**src/rtl/serial_adder.sv**
```systemverilog
// -----------------------------------------------------------------------------
// serial_adder
//
// Bit-serial adder: computes a + b + cin one bit per clock, LSB first.
// An addition takes WIDTH RUN cycles, then a one-cycle DONE state in which
// done pulses and the registered result is valid. sum/cout (and ovf) hold
// the last completed result until the next completion.
//
// Handshake: start is a request sampled on each rising clk edge; it is
// accepted only in IDLE or DONE (ignored while busy). No ready signal is
// needed: busy=0 means the next start will be accepted. done is a single
// cycle valid strobe for sum/cout/ovf with no back-pressure.
//
// Build option:
//   SERIAL_ADDER_OVF_EN - when defined, adds the ovf output (signed overflow,
//                         carry into MSB XOR carry out of MSB).
//
// Ports:
//   clk    in   rising-edge clock
//   rst_n  in   asynchronous active-low reset
//   start  in   request to begin an addition
//   a, b   in   WIDTH-bit operands, captured on accepted start
//   cin    in   carry-in, captured on accepted start
//   busy   out  high while in RUN
//   done   out  high for the one DONE cycle
//   sum    out  registered WIDTH-bit result
//   cout   out  registered carry out of bit WIDTH-1
//   ovf    out  registered signed overflow (SERIAL_ADDER_OVF_EN only)
// -----------------------------------------------------------------------------
module serial_adder #(
  parameter int WIDTH = 8
) (
  input  logic             clk,
  input  logic             rst_n,
  input  logic             start,
  input  logic [WIDTH-1:0] a,
  input  logic [WIDTH-1:0] b,
  input  logic             cin,
  output logic             busy,
  output logic             done,
  output logic [WIDTH-1:0] sum,
`ifdef SERIAL_ADDER_OVF_EN
  output logic             cout,
  output logic             ovf
`else
  output logic             cout
`endif
);

  localparam int CW = (WIDTH > 1) ? $clog2(WIDTH) : 1;
  localparam logic [CW-1:0] LAST_BIT = CW'(WIDTH - 1);

  typedef enum logic [1:0] {
    IDLE = 2'd0,
    RUN  = 2'd1,
    DONE = 2'd2
  } state_t;

  state_t           state;
  state_t           state_n;

  logic [WIDTH-1:0] a_sh;
  logic [WIDTH-1:0] b_sh;
  logic [WIDTH-1:0] res_sh;
  logic             carry;
  logic [CW-1:0]    cnt;

  logic             accept;
  logic             last;

  // One-bit full adder on the current LSBs.
  logic p, g, s, co;
  assign p  = a_sh[0] ^ b_sh[0];
  assign g  = a_sh[0] & b_sh[0];
  assign s  = p ^ carry;
  assign co = g | (p & carry);

  // State register
  always_ff @(posedge clk or negedge rst_n) begin
    if (!rst_n) begin
      state <= IDLE;
    end else begin
      state <= state_n;
    end
  end

  // Next state and decoded controls
  always_comb begin
    state_n = state;
    accept  = 1'b0;
    last    = 1'b0;
    case (state)
      IDLE: begin
        if (start) begin
          accept  = 1'b1;
          state_n = RUN;
        end
      end
      RUN: begin
        if (cnt == LAST_BIT) begin
          last    = 1'b1;
          state_n = DONE;
        end
      end
      DONE: begin
        // Back-to-back start goes straight to RUN with no idle gap.
        if (start) begin
          accept  = 1'b1;
          state_n = RUN;
        end else begin
          state_n = IDLE;
        end
      end
      default: begin
        state_n = IDLE;
      end
    endcase
  end

  assign busy = (state == RUN);
  assign done = (state == DONE);

  // Datapath: shift registers, carry, counter and result capture
  always_ff @(posedge clk or negedge rst_n) begin
    if (!rst_n) begin
      a_sh   <= '0;
      b_sh   <= '0;
      res_sh <= '0;
      carry  <= 1'b0;
      cnt    <= '0;
      sum    <= '0;
      cout   <= 1'b0;
`ifdef SERIAL_ADDER_OVF_EN
      ovf    <= 1'b0;
`endif
    end else if (accept) begin
      a_sh   <= a;
      b_sh   <= b;
      res_sh <= '0;
      carry  <= cin;
      cnt    <= '0;
    end else if (state == RUN) begin
      a_sh   <= a_sh >> 1;
      b_sh   <= b_sh >> 1;
      res_sh <= {s, res_sh[WIDTH-1:1]};
      carry  <= co;
      // Hold the counter at its last value so it never wraps.
      if (!last) begin
        cnt <= cnt + CW'(1);
      end
      if (last) begin
        // The final bit is taken directly from the adder so the completed
        // value lands in sum on the same edge as the last shift.
        sum  <= {s, res_sh[WIDTH-1:1]};
        cout <= co;
`ifdef SERIAL_ADDER_OVF_EN
        // carry holds the carry into the MSB during the final bit.
        ovf  <= carry ^ co;
`endif
      end
    end
  end

endmodule

```
**config.mk**
```make
export PLATFORM = sky130hd
export DESIGN_NAME = serial_adder
export DESIGN_NICKNAME = d
export VERILOG_FILES = /design/src/rtl/serial_adder.sv
export SDC_FILE = /design/constraint.sdc
export NUM_CORES = 1
export LEC_CHECK = 0
export BUFFER_PORTS_ARGS = -buffer_cell sky130_fd_sc_hd__buf_2
export CORE_ASPECT_RATIO = 0.5
export CORE_MARGIN = 10
export CORE_UTILIZATION = 45
export CTS_CLUSTER_SIZE = 14
export DETAILED_ROUTE_END_ITERATION = 8
export GPL_TIMING_DRIVEN = 1
export PLACE_DENSITY = 0.67
export REMOVE_ABC_BUFFERS = 1
export SETUP_SLACK_MARGIN = 0.2
export SYNTH_ARGS = -nofsm -noshare
export SYNTH_HDL_FRONTEND = slang
export SYNTH_SLANG_ARGS = --single-unit
```
**constraint.sdc**
```tcl
create_clock -name clk -period 2.4 [get_ports clk]
set_input_delay 0.36 -clock clk [delete_from_list [all_inputs] [get_ports clk]]
set_output_delay 0.36 -clock clk [all_outputs]
set_load 0.02 [all_outputs]
```
### Yosys cells after proc, flatten, opt, wreduce, memory -nomap -nowiden

Index checks and enable logic that the tools add are counted.

* flip-flop bits (word level): 39
* output and inout bits: 11

* $add $sub $neg: 1
* equal/unequal tests: 6
* multiplexer cells: 19
* bitwise gates (word level): 6
* reduce and logical (&&, ||, !) cells: 6

Operator list (number)
* $mux W8: 6
* $mux W3: 3
* $mux W1: 7
* $pmux W2 S3: 1
* $mux W2: 2
* $ne A2 B2 Y1 const B: 2
* $reduce_and A2 Y1: 2
* $add A3 B1 Y3 const B: 1
* $eq A3 B3 Y1 const B: 1
* $reduce_and A3 Y1: 1
* $and A1 B1 Y1: 2
* $eq A2 B1 Y1 const B: 1
* $eq A2 B2 Y1 const B: 1
* $logic_not A2 Y1: 1
* $ne A2 B1 Y1 const B: 1
* $reduce_bool A2 Y1: 1
* $reduce_or A2 Y1: 1
* $xor A1 B1 Y1: 2
* $not A1 Y1: 1
* $or A1 B1 Y1: 1

### Logic depth before layout (Yosys ltp)

Gate-level depths: netlist (run 1).

* word-level depth: 6
* mapped depth: 5
* depth with buffers taken out: 5

### Least setup slack after synthesis (run 1)

Ideal clock, no wire load.

* path kind: register -> register
* start point: register a_sh[0]
* end point: register res_sh[7]
* arrival: 1334 ps
* slack: 945 ps
* cell stages (with the launch flop): 4
* path buffers: 0
* clock period less this slack: 1455 ps
* cell sequence: dfrtp_1 fa_1 mux2_2 a22o_1

* cells in the longest elaborated chain, start to end: 4

RTL lines
* start: declaration: RTL line 62 `logic [WIDTH-1:0] a_sh;`
* start signal: assignment: RTL line 143 `a_sh <= a_sh >> 1;`
* $xor A1 B1 Y1: RTL line 73 `assign p = a_sh[0] ^ b_sh[0];`
* $xor A1 B1 Y1: RTL line 75 `assign s = p ^ carry;`
* named net s: RTL line 72 `logic p, g, s, co;`
* $mux W8: RTL line 142 `end else if (state == RUN) begin`
* $mux W8: RTL line 136 `end else if (accept) begin`
* end signal: assignment: RTL line 145 `res_sh <= {s, res_sh[WIDTH-1:1]};`
* end: declaration: RTL line 64 `logic [WIDTH-1:0] res_sh;`

The timed path passes the listed nets, and every way through them passes these cells. The select of a mux whose other input is x is not followed.
A chain may end at the register's enable or synchronous reset.

### Final worst setup path (run 1)

* start point: register state[0]
* end point: output port busy

* cells in the longest elaborated chain, start to end: 1

RTL lines
* start: declaration: RTL line 59 `state_t state;`
* start signal: assignment: RTL line 83 `state <= state_n;`
* $eq A2 B1 Y1: RTL line 120 `assign busy = (state == RUN);`
* end: declaration: RTL line 39 `output logic busy,`

Every way passes these cells.

==> results_dict.tcl, run 1 <==
set metrics [dict create \
    status "complete, no violations" \
    drtIter0Drc 49 \
    required_ns 2.04 \
    busiest_layer "met2" \
    p_per_area_nw_per_um2 1345 \
    cts_buffers 5 \
    fin_hold_ws_ns 0.1659 \
    fmax_mhz 561.2 \
    via_per_inst 5.307 \
    globalRouteMet1Util_pct 13.28 \
    finalWirelength_mm 3.430 \
    first_pass_iters 4 \
    vias 1210 \
    period_needed_ns 1.782 \
    mostFrequentLayoutCell "dfrtp_1" \
    postCtsSetupBuffers 0 \
    ios 31 \
    syn_area_per_cell_um2 11.62 \
    synthAdderAreaFrac_pct 2.693 \
    worst-setup-path-type "register to output port" \
    setup_violations 0 \
    final_util_pct 56.54 \
    grt.overflow.total 0 \
    crit_chain "nand2b_1, inv_2, buf_2" \
    critPathLaunchType "register" \
    synthMuxAreaShare_pct 12.57 \
    clk_latency_ns 0.29 \
    post_cts_resized 0 \
    finalHoldViolCount 0 \
    crit_path_end_kind "output port" \
    start_util_pct 47.66 \
    die_w_um 106.2 \
    grt_max_degree 39 \
    synth_top_family_by_area "compound AO/OA/AOI/OAI gates" \
    synth_top_area_share_pct 56.84 \
    drtAntennaViolNets 0 \
    ys_ff_latch 38 \
    fin_tns_setup_ns 0 \
    synthSimpleGateAreaFrac_pct 11.97 \
    worst_pin_slew_ns 0.8250 \
    grt_antenna_before_repair 0 \
    fp-row-count 15 \
    finish.instance_area_um2 1984 \
    grt_pass1_vias 1240 \
    yosys.cell_types.count 25 \
    routedWlPerCell_um 15.04 \
    ys_warn_count 0 \
    drive_gt1_share_pct 28.25 \
    drv_cap 0 \
    clk_path_buf_depth 2 \
    antenna_cells 0 \
    areaGrowthSynthToFinish_pct 18.62 \
    die_y_um 63.12 \
    synth-compound-area-share_pct 12.86 \
    fin_cells 228 \
    cts.reportedPaths.clkPinSlew_ns 0.08 \
    gp_congestion 0.7337 \
    drc_errors 0 \
    rsz0062_at_grt "no" \
    fillers 319 \
    cts_tree "built" \
    core_area_um2 3510 \
    die-area_um2 6704 \
    synthCells 144 \
    cts_root_buffer "clkbuf_8" \
    cellLeakagePower_nw 0.9384 \
    grt_use_total_pct 10.85 \
    synth-xor-area-share_pct 0.5236 \
    path_max_fanout 15 \
    synth_top_area_cell "dfrtp_1" \
    htreeDepth 2 \
    final_nets 199 \
    final_cell_mix "dfrtp_1 (38), buf_2 (30), nor2_1 (15)" \
    relSlewSlack_pct 45.00 \
    slowest_delay_ns 0.53 \
    max-vdd-ir-drop_v 0.0005394 \
    grt_pass1_wl_mm 5.892 \
    seq_area_frac_synth_pct 56.84 \
    numPortBuffers 30 \
    reg2reg_depth 4 \
    critPathSlowestCell "dfrtp_1" \
    use_met3_pct 3.753 \
    arrival_ns 1.42 \
    hpwl_mm 2.370 \
    netlist_top_cells_area "dfrtp_1 (57%), mux2_1 (6.1%), a22o_1 (5.2%)" \
    place_inst 220 \
    grtUsageMet2_pct 15.95 \
    placed_cell_area_um2 1874 \
    min_path_type "primary input to asynchronous set/reset pin" \
    fin_worst_skew_ns 0.005452 \
    syn_area_um2 1673 \
    cts_hold_buffers 0 \
    clock_sinks 38 \
    finalCritPeriodShare_pct 74.25 \
    maxSlewViolCount 0 \
]
## per-layer routing
metal / up-vias / part of all wire (%)
li1: 589 / -
met1: 582 / 46
met2: 35 / 46
met3: 4 / 5.8
met4: 0 / 1.7
met5: - / 0
## metrics by stage
step,worst slack [ns],total power [mW]
after global routing,0.5091,2.885
after detailed placement,0.7809,2.182
after global placement,0.8392,2.138
final,0.6181,2.669
after CTS,0.6004,2.701
after floorplan,0.4928,1.856
## synthesized netlist by cell type
library cell	number
nor3_1	12
nor2b_1	4
a21oi_1	3
buf_2	4
inv_1	1
o22ai_1	12
buf_1	2
nand2b_1	2
a22o_1	10
and2b_1	1
mux2i_1	3
nor2_1	15
xor2_1	1
nand2_2	1
dfrtp_1	38
clkbuf_1	2
inv_2	1
ha_1	2
nand3_1	2
nand2_1	6
mux2_2	7
o211ai_1	2
fa_1	1
mux2_1	9
a211oi_1	3
## power by group
part,internal [mW],switching [mW]
registers,0.930,0.199
clock network,0.290,0.224
logic,0.484,0.542
total,1.70,0.964
## kinds of logic (layout without fill, tap and decap cells)
group | count (synthesis) | after routing
buf+inv | 10 | 43
flops | 38 | 38
compound gates | 30 | 30
xor+xnor | 1 | 1
mux | 19 | 19
fa+ha+maj | 3 | 3
simple gates | 43 | 43
## sequential cells by signal (all words and copies together) (netlist names)
name    count
b_sh        8
cnt         3
res_sh      7
cout        1
carry       1
sum         8
state       2
a_sh        8
## area by class of cell
type                    count  area, µm²  area share, %
multi-input cells          96      679.4          34.24
clock buffers               8      110.1          5.549
inverters                   2      7.507         0.3783
flip-flops and latches     38      950.9          47.92
well taps                  51      63.81          3.216
repair buffers             33      172.7          8.701
## worst max-delay path, delay by kind of cell, from the launching register on
family | cells | cell delay, ns
DFF | 1 | 0.53
and+or+nand+nor | 1 | 0.14
buffers and inverters | 2 | 0.45
## final timing paths
check	start	endpoint	slack (ns)
max	state[0]$_DFFE_PN0P_	busy	0.62
min reg2reg	sum[0]$_DFFE_PN0P_	sum[0]$_DFFE_PN0P_	0.48
min	rst_n	b_sh[3]$_DFFE_PN0P_	0.17
max reg2reg	state[0]$_DFFE_PN0P_	sum[7]$_DFFE_PN0P_	0.79
min in group clk	b[7]	b_sh[7]$_DFFE_PN0P_	0.29
max in group asynchronous	rst_n	res_sh[2]$_DFFE_PN0P_	1.72
Note: power is estimated with default switching activity, not from simulation.
==> run 2, diff against run 1 <==
--- a/config.mk
+++ b/config.mk
@@ -12,7 +12,7 @@
 export CTS_CLUSTER_SIZE = 14
 export DETAILED_ROUTE_END_ITERATION = 8
 export GPL_TIMING_DRIVEN = 1
-export PLACE_DENSITY = 0.67
+export PLACE_DENSITY = 0.69
 export REMOVE_ABC_BUFFERS = 1
 export SETUP_SLACK_MARGIN = 0.2
 export SYNTH_ARGS = -nofsm -noshare
==> constraint.sdc (replaced) <==
create_clock -name clk -period 1.6 [get_ports clk]
set_input_delay 0.24 -clock clk [delete_from_list [all_inputs] [get_ports clk]]
set_output_delay 0.24 -clock clk [all_outputs]
set_load 0.02 [all_outputs]
==> results_dict.tcl, run 2 (synthesis gave the netlist of run 1 again) <==
set metrics [dict create \
    intPower_mw 2.745 \
    combPwrFrac_pct 45.2 \
    finalWirelength_mm 3.511 \
    ios 31 \
    placed_cell_area_um2 1919 \
    fin_hold_ws_ns -0.003395 \
    clk_latency_ns 0.28 \
    drtIter0Drc 20 \
    worst_pin_slew_ns 0.5117 \
    numPortBuffers 30 \
    cts_root_buffer "clkbuf_8" \
    drtAntennaViolNets 0 \
    setup_violations 0 \
    final_cell_mix "dfrtp_1 (38), buf_2 (28), buf_4 (19)" \
    grt_pass1_vias 1278 \
    cts_tree "built" \
    worst-setup-path-type "register to register" \
    switching_share_pct 35.69 \
    grt_use_total_pct 10.47 \
    p_per_area_nw_per_um2 1986 \
    cts.reportedPaths.clkPinSlew_ns 0.07 \
    relSlewSlack_pct 65.89 \
    routedWlPerCell_um 14.33 \
    power_frac_seq_pct 39.2 \
    failed_checks "hold timing" \
    layout_setup_ws_ns 0.09656 \
    areaGrowthSynthToFinish_pct 28.50 \
    hpwl_mm 2.308 \
    clock_power_share_pct 15.6 \
    start_util_pct 47.66 \
    vias 1259 \
    grt_pass1_wl_mm 5.830 \
    path_max_fanout 3 \
    via_per_inst 5.139 \
    crit_path_end_kind "register" \
    first_pass_iters 4 \
    fin_tns_setup_ns 0 \
    arrival_ns 1.68 \
    finish.instance_area_um2 2150 \
    gp_congestion 0.6915 \
    cellLeakagePower_nw 1.030 \
    die_w_um 106.2 \
    fp-row-count 15 \
    pre_cts_slack_ns 0.1037 \
    die-area_um2 6704 \
    reg.largest.list "a_sh (8), b_sh (8), sum (8)" \
    maxSlewViolCount 0 \
    max-vdd-ir-drop_v 0.0007540 \
    final_util_pct 61.25 \
    fmax_mhz 665.1 \
    critPathLaunchType "register" \
    rsz0062_at_grt "yes" \
    fin_worst_skew_ns 0.004343 \
    die_y_um 63.12 \
    grt_max_degree 39 \
    fillers 312 \
    finalHoldViolCount 6 \
    drive_gt1_share_pct 36.60 \
    mostFrequentLayoutCell "dfrtp_1" \
    cts_buffers 5 \
    final_nets 216 \
    status "complete, but fails checks" \
    required_ns 1.77 \
    finalCritPeriodShare_pct 93.97 \
    drv_cap 0 \
    period_needed_ns 1.503 \
    place_inst 226 \
    fin_cells 245 \
    core_area_um2 3510 \
    min_path_type "primary input to asynchronous set/reset pin" \
    htreeDepth 2 \
    clock_sinks 38 \
    grt.overflow.total 0 \
    clk_path_buf_depth 2 \
    drc_errors 0 \
    grt_antenna_before_repair 0 \
    power.switching_mw 1.523 \
    antenna_cells 0 \
]
==> run 2: cell count changes in the layout (fill, tap and decap cells not counted), moves of 2 or more <==
cell      previous run  this run
mux2_4               0         2
nand2_4              0         2
clkbuf_8             8         6
ha_1                 2         0
buf_4                3        19
buf_2               30        28
buf_6                0         2
==> run 2: worst max-delay path, stage by stage (launching register included) <==
cell	delay [ns]
dfrtp_1	0.41
fa_1	0.50
mux2_4	0.28
a22o_1	0.20
==> run 2: what timing repair did <==
action,in CTS,in global routing
setup endpoints to repair,15,13
gates cloned,1,0
setup buffers,8,2
gates resized for setup,8,7
hold buffers,0,0
pin swaps,1,2
==> run 2: final cells by class <==
class	instances	area, µm²	area share [%]
Clock inverter	1	5.005	0.2328
Multi-Input combinational cell	97	728.2	33.88
Sequential cell	38	950.9	44.24
Inverter	2	10.01	0.4657
Clock buffer	7	86.33	4.016
Timing Repair Buffer	49	305.3	14.20
Tap cell	51	63.81	2.969
==> run 2: power groups by stage <==
stage	clock network, mW	logic, mW	registers, mW
global route	0.727	2.14	1.74
floorplan	0	0.989	1.80
CTS	0.686	1.80	1.67
detailed placement	0	1.63	1.69
global placement	0	1.58	1.67
finish	0.667	1.93	1.67
==> run 2: routing by layer <==
| metal | global-route usage [%] | wire [µm] | vias up |
|---|---|---|---|
| met1 | 12.90 | 1702 | 610 |
| li1 | - | - | 618 |
| met3 | 3.448 | 154 | 2 |
| met5 | 0 | 0 | - |
| met4 | 4.027 | 14 | 0 |
| met2 | 16.64 | 1640 | 29 |
==> run 2: final timing paths <==
check	start	end	slack [ns]	depth (start not counted)
worst max register to register	carry$_DFFE_PN0P_	res_sh[7]$_DFFE_PN0P_	0.1	3
min in group clk	b[7]	b_sh[7]$_DFFE_PN0P_	0.18	2
max in group asynchronous	rst_n	sum[1]$_DFFE_PN0P_	1.27	2
worst min-delay path	rst_n	a_sh[4]$_DFFE_PN0P_	-0.003	2
worst max-delay path	carry$_DFFE_PN0P_	res_sh[7]$_DFFE_PN0P_	0.1	3
worst min register to register	sum[2]$_DFFE_PN0P_	sum[2]$_DFFE_PN0P_	0.48	1
==> run 2: per-stage QoR <==
step	total power, mW	hold slack, ns
final	4.268	-0.003395
after global routing	4.610	0.02853
after CTS	4.155	0.006917
after detailed placement	3.317	0.3198
after global placement	3.255	0.3145
after floorplan	2.784	-0.05559
==> run 3, diff against run 2 <==
--- a/config.mk
+++ b/config.mk
@@ -12,7 +12,7 @@
 export CTS_CLUSTER_SIZE = 14
 export DETAILED_ROUTE_END_ITERATION = 8
 export GPL_TIMING_DRIVEN = 1
-export PLACE_DENSITY = 0.69
+export PLACE_DENSITY = 0.67
 export REMOVE_ABC_BUFFERS = 1
 export SETUP_SLACK_MARGIN = 0.2
 export SYNTH_ARGS = -nofsm -noshare
==> constraint.sdc (replaced) <==
create_clock -name clk -period 1.4 [get_ports clk]
set_input_delay 0.21 -clock clk [delete_from_list [all_inputs] [get_ports clk]]
set_output_delay 0.21 -clock clk [all_outputs]
set_load 0.02 [all_outputs]
==> results_dict.tcl, run 3 (synthesis gave the netlist of run 1 again) <==
set metrics [dict create \
    reg2reg_slack_ns -0.09 \
    htreeDepth 2 \
    rsz0062_at_grt "yes" \
    fin_hold_ws_ns 0.1428 \
    ios 31 \
    grt_pass1_wl_mm 6.575 \
    cellLeakagePower_nw 1.222 \
    clk_latency_ns 0.29 \
    cts_tree "built" \
    clock_power_share_pct 15.1 \
    maxSlewViolCount 0 \
    start_util_pct 47.66 \
    via_per_inst 5.502 \
    reg.largest.list "a_sh (8), b_sh (8), sum (8)" \
    first_pass_iters 4 \
    critPathLaunchType "register" \
    regToRegStartpoint "a_sh[0]$_DFFE_PN0P_" \
    busiest_layer "met2" \
    grt.overflow.total 0 \
    power.switching_mw 2.261 \
    setup_violations 2 \
    min_delay_worst_endpoint "b_sh[7]$_DFFE_PN0P_" \
    required_ns 1.57 \
    numPortBuffers 30 \
    min_path_cells 2 \
    antenna_cells 0 \
    min_path_type "primary input to register" \
    final_nets 227 \
    fin_worst_skew_ns 0.007379 \
    place_inst 232 \
    p_per_area_nw_per_um2 2365 \
    cts_root_buffer "clkbuf_8" \
    fin_tns_setup_ns -0.1039 \
    grt_max_degree 39 \
    status "complete, but fails checks" \
    failed_checks "setup timing" \
    combPwrFrac_pct 52.4 \
    hpwl_mm 2.480 \
    use_met3_pct 4.361 \
    mostFrequentLayoutCell "dfrtp_1" \
    reg2reg_depth 3 \
    relSlewSlack_pct 84.09 \
    switching_share_pct 36.23 \
    power_frac_seq_pct 32.5 \
    fin_cells 255 \
    die_w_um 106.2 \
    drtIter0Drc 64 \
    final_cell_mix "dfrtp_1 (37), buf_2 (28), mux2_4 (15)" \
    grt_use_total_pct 11.92 \
    final_util_pct 75.19 \
    crit_path_end_kind "register" \
    arrival_ns 1.66 \
    globalRouteMet1Util_pct 14.67 \
    areaGrowthSynthToFinish_pct 57.74 \
    clk_path_buf_depth 2 \
    finalHoldViolCount 0 \
    grtUsageMet2_pct 18.87 \
    intPower_mw 3.980 \
    path_max_fanout 2 \
    fmax_mhz 670.9 \
    cts_buffers 5 \
    drtAntennaViolNets 0 \
    routedWlPerCell_um 18.16 \
    fp-row-count 15 \
    grt_pass1_vias 1358 \
    drv_cap 0 \
    core_area_um2 3510 \
    die_y_um 63.12 \
    worst_pin_slew_ns 0.2387 \
    finalWirelength_mm 4.632 \
    gp_congestion 0.6968 \
    power.total_mw 6.241 \
    clock_sinks 38 \
    die-area_um2 6704 \
    finalCritPeriodShare_pct 106.5 \
    rr_endpoint "res_sh[7]$_DFFE_PN0P_" \
    drc_errors 0 \
    worst-setup-path-type "register to register" \
    drive_gt1_share_pct 55.39 \
    pre_cts_slack_ns -0.08394 \
    placed_cell_area_um2 1977 \
    cts.reportedPaths.clkPinSlew_ns 0.07 \
    hp-start "b[7]" \
    layout_setup_ws_ns -0.09061 \
    finish.instance_area_um2 2639 \
    period_needed_ns 1.491 \
    max-vdd-ir-drop_v 0.001273 \
    vias 1403 \
    grt_antenna_before_repair 0 \
]
[run 3: layout make-up]
cell class                 instances  area [µm²]
multi-input combinational         97       967.2
sequential                        38       952.2
fill                             221       870.8
timing repair buffer              60       533.0
clock buffer                       6       82.58
tap                               51       63.81
clock inverter                     1       30.03
inverter                           2       10.01
[run 3: per-layer routing]
layer / wire [µm] / vias to the layer above
met2: 2335 / 42
met4: 34 / 0
met3: 233 / 2
met1: 2030 / 715
li1: - / 644
met5: 0 / -
[run 3: how the worst max path moves through the flow]
stage	to	startpoint	cells after the start
finish	res_sh[7]$_DFFE_PN0P_	a_sh[0]$_DFFE_PN0P_	3
CTS	res_sh[7]$_DFFE_PN0P_	a_sh[0]$_DFFE_PN0P_	3
global placement	res_sh[7]$_DFFE_PN0P_	a_sh[0]$_DFFE_PN0P_	3
detailed placement	res_sh[7]$_DFFE_PN0P_	a_sh[0]$_DFFE_PN0P_	3
floorplan	cout$_DFFE_PN0P_	state[0]$_DFFE_PN0P_	4
global route	res_sh[7]$_DFFE_PN0P_	a_sh[0]$_DFFE_PN0P_	3
[run 3: power by group through the flow]
stage | clock network, mW | registers [mW] | logic, mW
after floorplan | 0 | 2.05 | 1.13
after global placement | 0 | 1.89 | 1.95
after detailed placement | 0 | 1.92 | 2.01
after CTS | 0.958 | 1.93 | 2.40
after global routing | 1.02 | 2.10 | 3.51
final | 0.945 | 2.03 | 3.27
[run 3: worst max-delay path, stage by stage, from the launching register on]
cell,delay (ns)
dfrtp_1,0.41
fa_2,0.47
mux2_4,0.28
a22o_1,0.24
[run 3: timing repair]
action	4_1_cts	5_1_grt
pin swaps	2	9
gates resized for setup	41	52
cloned	1	2
hold endpoints to repair	38	0
hold buffers	1	0
buffers inserted	6	6
endpoints found under the setup margin	37	35
